[src/rtl/row_normalizer_pkg.sv]
// row_normalizer shared types: state encoding, operand widths and row typedefs.
// Fixed-point: numerators/denominator share one format; quotient has 7 frac bits.
package row_normalizer_pkg;

  localparam int DIV_INPUT_QT  = 16;
  localparam int OUTPUT_VEC_QT = 8;
  localparam int VEC_LEN_DEF   = 16;

  typedef enum logic [1:0] {
    IDLE,
    RUN,
    DONE
  } row_norm_state_t;

  typedef logic [VEC_LEN_DEF-1:0][DIV_INPUT_QT-1:0]  div_row_t;
  typedef logic [VEC_LEN_DEF-1:0][OUTPUT_VEC_QT-1:0] out_row_t;

endpackage

[src/rtl/row_normalizer.sv]
// Row normalizer: streams one row through the shared divider, collects quotients.
// Option ROW_NORM_ZERO_BYPASS_EN: zero denominator skips the divider (saturates).
module row_normalizer
  import row_normalizer_pkg::*;
#(
  parameter int VEC_LEN         = VEC_LEN_DEF,
  parameter int MAX_OUTSTANDING = 4
) (
  input  logic                                     clk,
  input  logic                                     rst,
  input  logic                                     vld_in,
  output logic                                     rdy_out,
  input  logic [VEC_LEN-1:0][DIV_INPUT_QT-1:0]     numerator_vec_in,
  input  logic [DIV_INPUT_QT-1:0]                  denominator_in,
  output logic                                     div_vld,
  input  logic                                     div_rdy,
  output logic [DIV_INPUT_QT-1:0]                  div_num,
  output logic [DIV_INPUT_QT-1:0]                  div_den,
  input  logic                                     div_quot_vld,
  output logic                                     div_quot_rdy,
  input  logic [OUTPUT_VEC_QT-1:0]                 div_quot,
  output logic                                     vld_out,
  input  logic                                     rdy_in,
  output logic [VEC_LEN-1:0][OUTPUT_VEC_QT-1:0]    row_out
);

  localparam int CW = $clog2(VEC_LEN + 1);
  localparam int OW = $clog2(MAX_OUTSTANDING + 1);
  localparam int IW = $clog2(VEC_LEN);

  row_norm_state_t state, state_nxt;

  logic [VEC_LEN-1:0][DIV_INPUT_QT-1:0]  row_q;
  logic [DIV_INPUT_QT-1:0]               den_q;
  logic [VEC_LEN-1:0][OUTPUT_VEC_QT-1:0] out_q;
  logic [CW-1:0]                         issue_idx;
  logic [CW-1:0]                         collect_idx;
  logic [OW-1:0]                         outstanding;

  logic issue_fire;
  logic collect_fire;
  logic accept;
  logic zero_byp;
  logic last_collect;

`ifdef ROW_NORM_ZERO_BYPASS_EN
  function automatic logic [OUTPUT_VEC_QT-1:0] sat(
    input logic [DIV_INPUT_QT-1:0] n
  );
    return n[DIV_INPUT_QT-1] ? {1'b1, {(OUTPUT_VEC_QT-1){1'b0}}}
                             : {1'b0, {(OUTPUT_VEC_QT-1){1'b1}}};
  endfunction

  assign zero_byp = (denominator_in == '0);
`else
  assign zero_byp = 1'b0;
`endif

  assign accept       = vld_in && rdy_out;
  assign issue_fire   = div_vld && div_rdy;
  assign collect_fire = div_quot_vld && div_quot_rdy;
  assign last_collect = collect_idx == CW'(VEC_LEN - 1);

  always_comb begin
    state_nxt    = state;
    rdy_out      = 1'b0;
    vld_out      = 1'b0;
    div_quot_rdy = 1'b0;
    div_vld      = 1'b0;
    unique case (state)
      IDLE: begin
        rdy_out = 1'b1;
        if (vld_in) state_nxt = zero_byp ? DONE : RUN;
      end
      RUN: begin
        div_quot_rdy = 1'b1;
        div_vld = (issue_idx < CW'(VEC_LEN)) &&
                  (outstanding < OW'(MAX_OUTSTANDING));
        if (collect_fire && last_collect) state_nxt = DONE;
      end
      DONE: begin
        vld_out = 1'b1;
        if (rdy_in) state_nxt = IDLE;
      end
      default: state_nxt = IDLE;
    endcase
  end

  // Operands zeroed when not issuing; issue_idx < VEC_LEN whenever div_vld.
  assign div_num = div_vld ? row_q[issue_idx[IW-1:0]] : '0;
  assign div_den = div_vld ? den_q : '0;
  assign row_out = out_q;

  always_ff @(posedge clk or negedge rst) begin
    if (!rst) begin
      state       <= IDLE;
      row_q       <= '0;
      den_q       <= '0;
      out_q       <= '0;
      issue_idx   <= '0;
      collect_idx <= '0;
      outstanding <= '0;
    end else begin
      state <= state_nxt;
      if (accept) begin
        row_q       <= numerator_vec_in;
        den_q       <= denominator_in;
        issue_idx   <= '0;
        collect_idx <= '0;
        outstanding <= '0;
`ifdef ROW_NORM_ZERO_BYPASS_EN
        if (zero_byp) begin
          for (int i = 0; i < VEC_LEN; i++)
            out_q[i] <= sat(numerator_vec_in[i]);
        end
`endif
      end
      if (issue_fire) issue_idx <= issue_idx + CW'(1);
      if (collect_fire) begin
        out_q[collect_idx[IW-1:0]] <= div_quot;
        collect_idx <= collect_idx + CW'(1);
      end
      if (issue_fire && !collect_fire)
        outstanding <= outstanding + OW'(1);
      else if (!issue_fire && collect_fire)
        outstanding <= outstanding - OW'(1);
    end
  end

endmodule

[config.mk]
export PLATFORM = sky130hd
export DESIGN_NAME = row_normalizer
export DESIGN_NICKNAME = d
export VERILOG_FILES = /design/src/rtl/row_normalizer_pkg.sv /design/src/rtl/row_normalizer.sv
export SDC_FILE = /design/constraint.sdc
export NUM_CORES = 1
export LEC_CHECK = 0
export ABC_AREA = 1
export CAP_MARGIN = 20
export CORE_UTILIZATION = 45
export DETAILED_ROUTE_END_ITERATION = 10
export PLACE_DENSITY = 0.74
export SLEW_MARGIN = 10
export SYNTH_ARGS = -nofsm -noshare
export SYNTH_HDL_FRONTEND = slang
export SYNTH_SLANG_ARGS = --single-unit
export TNS_END_PERCENT = 10
[constraint.sdc]
create_clock -name clk -period 4.92 [get_ports clk]
set_clock_uncertainty 0.15 [all_clocks]
set_input_delay 0.984 -clock clk [delete_from_list [all_inputs] [get_ports clk]]
set_output_delay 0.984 -clock clk [all_outputs]
set_load 0.05 [all_outputs]
==> results.py <==
metrics = {
    "synthesis": {
        "ys_seq_area_share_pct": 56.82,
        "ys_types": 24,
        "syn_area_sq_um": 18280,
        "synth_top_area_cell": "dfrtp_1",
        "synth_top_area_share_pct": 56.82,
        "syn_inst": 1965,
        "synthTopCellsByArea": "dfrtp_1, mux2_2, nand2_1",
        "syn_area_per_cell_sq_um": 9.301,
        "synth_seq_cells": 415,
        "ys.warnings.count": 0,
        "syn_nets": 2259,
    },
    "clocking": {
        "numCtsBuffers": 45,
        "clock_path_buffers": 3,
        "postCtsHoldBufs": 0,
        "cts_sinks": 415,
        "tritoncts": "built",
        "post_cts_buffers": 0,
        "post_cts_resized": 0,
        "root_buffer": "clkbuf_16",
        "htreeDepth": 2,
        "cts.clk_slew.worst_paths_ns": 0.06,
        "clk_latency_ns": 0.57,
    },
    "pwr": {
        "p_seq_share_pct": 32.5,
        "power.density_nw_per_um2": 742.2,
        "p_int_mw": 10.16,
        "power.share.combinational_pct": 48.8,
        "netSwitchingPower_mw": 8.142,
        "p_clk_share_pct": 18.7,
        "irDropWorstVdd_v": 0.0005558,
        "leakage_nw": 11.41,
        "switching_share_pct": 44.48,
    },
    "drt": {
        "drtIter0Drc": 1350,
        "drc": 0,
        "drtPass1Iterations": 6,
        "wl_microns": 59240,
        "vias": 15520,
        "routedWlPerCell_microns": 20.22,
        "via_per_inst": 5.298,
        "detail-route-antenna-nets": 0,
    },
    "worst_setup_path": {
        "crit_type": "reg -> out",
        "r2r_start": "issue_idx[0]",
        "critPathRequiredTime_ns": 3.79,
        "regToRegEndpoint": "issue_idx[3]",
        "start_kind": "flip-flop",
        "r2r_cells": 5,
        "r2r_slack_ns": 2.43,
        "cp.arrival_ns": 3.34,
        "crit_fanout": 49,
        "end_kind": "output port",
    },
    "timing": {
        "setup_violations": 0,
        "fmax_mhz": 223.6,
        "fin_setup_tns_ns": 0,
        "slew_violations": 0,
        "worst_pin_slew_ns": 0.9607,
        "slew_headroom_pct": 35.89,
        "period_needed_ns": 4.472,
        "rsz0062_at_grt": "no",
        "timing.final.ws_setup_ns": 0.4485,
        "fin_crit_sh_pct": 90.88,
        "final_hold_viol_count": 0,
    },
    "grt": {
        "antenna_found_initial": 7,
        "grt_pass1_wl_microns": 90500,
        "grt_start_max_net_pins": 133,
        "first_global_vias": 15570,
        "grt_overflow": 0,
        "grt_usage_pct": 28.79,
    },
    "floorplanning": {
        "io_pins": 450,
        "start_util_pct": 45.79,
        "core_sq_um": 39910,
        "num_rows": 73,
        "die_area_sq_um": 41420,
        "die_width_microns": 203.5,
        "die_h_microns": 203.5,
    },
    "layout": {
        "nNetsFinal": 2663,
        "drive_gt1_share_pct": 11.88,
        "syn_to_final_growth_pct": 34.94,
    },
    "placed_design": {
        "dp_worst_setup_slack_ns": 1.104,
        "port_buffers": 449,
        "gp_congestion": 0.9328,
        "post-dp-hpwl_microns": 43150,
    },
    "min_path": {
        "hold_class": "in -> async",
    },
    "outcome": {
        "status": "completed",
    },
    "job": {
        "max_cap_violations": 0,
    },
}
## cell families (layout without fill, tap and decap cells)
| group | after synthesis | in the layout | share of synthesized area [%] |
|---|---|---|---|
| compound gates | 297 | 297 | 8.174 |
| xor+xnor | 4 | 4 | 0.1917 |
| fa+ha+maj | 8 | 8 | 0.5477 |
| buf+inv | 279 | 713 | 6.353 |
| flops | 415 | 415 | 56.82 |
| mux | 153 | 153 | 9.427 |
| other cells | 0 | 6 | 0 |
| simple gates | 809 | 809 | 18.48 |
## worst max-delay path, stage by stage, from the launching register on
cell      delay (ns)
dfrtp_4         0.71
clkinv_2        0.42
buf_4           0.44
nand2_1         0.09
nand3_1         0.19
nand2_1         0.09
nor2_1          0.19
nand2_1         0.08
a21oi_1         0.27
buf_4           0.27
## placed cells by master, fill, tap and decap left out, types with 7 or more instances in the layout
cell and n:
a21oi_1 241, o21ai_0 52, nor2_1 279, clkinv_2 7, clkdlybuf4s50_1 432, mux2_2 153, dfrtp_1 414, clkbuf_1 12
buf_12 10, ha_1 8, inv_1 157, buf_4 32, nand3_1 157, nand2_1 347, nor2_4 13, clkbuf_16 47
## metal layers
metal | vias up | part of all wire [%] | GRT usage [%]
li1 | 7156 | - | -
met1 | 7546 | 40 | 37.45
met2 | 709 | 47 | 45.32
met3 | 109 | 10 | 8.389
met4 | 2 | 3.4 | 11.28
met5 | - | 0.022 | 0
## power by group through the flow
stage               registers (mW)  clock network, mW  logic, mW
finish                        5.95               3.42       8.94
global route                  6.12               3.59       9.55
floorplan                     7.35                  0       4.26
CTS                           5.93               3.47       8.93
global placement              5.90                  0       8.76
detailed placement            5.96                  0       8.89
## flip-flops by register name (all words and copies together) (netlist names)
name         count
state            2
collect_idx      5
outstanding      3
issue_idx        5
row_q          256
row_out        128
den_q           16
## stage by stage
step | utilization (%) | area, sq um | hold slack, ns | total power [mW] | instances
finish | 61.79 | 24660 | 0.3036 | 18.30 | 2930
floorplan | - | 18280 | 0.3239 | 11.61 | 1965
global placement | 58.06 | 23180 | 0.3158 | 14.65 | 2847
CTS | 61.75 | 24650 | 0.3368 | 18.33 | 2924
global route | 61.79 | 24660 | 0.3634 | 19.26 | 2930
detailed placement | 58.06 | 23180 | 0.3224 | 14.86 | 2847
## layout make-up
class	instances	area [sq um]
clock inverter	12	167.7
timing repair buffer	475	4780
multi-input combinational	1271	6745
clock buffer	65	1304
sequential	415	10390
antenna	6	15.01
tap	525	656.9
fill	3350	15250
inverter	161	605.6
## worst max-delay path by stage
stage | from | to | slack (ns) | cells past startpoint
floorplan | state[0] | div_num[12] | 1.23 | 5
global placement | issue_idx[0] | div_num[11] | 1.14 | 8
detailed placement | issue_idx[0] | div_num[11] | 1.10 | 8
CTS | issue_idx[0] | div_num[11] | 0.48 | 8
global route | issue_idx[0] | div_num[15] | 0.32 | 9
finish | issue_idx[0] | div_num[2] | 0.45 | 9
## cells in the mapped netlist
master      n
a21oi_1   241
buf_1       8
buf_2      52
buf_4      13
clkbuf_1   45
clkinv_1    3
dfrtp_1   415
ha_1        8
inv_1     158
mux2_2    153
nand2_1   348
nand2_4     3
nand3_1   158
nand3_2     1
nand4_1     4
nor2_1    280
nor2_4     13
o21ai_0    52
o22ai_1     3
o32ai_1     1
or2_2       1
or2_4       1
xnor2_1     2
xor2_1      2
No activity file was read; power rests on OpenSTA's default activity.
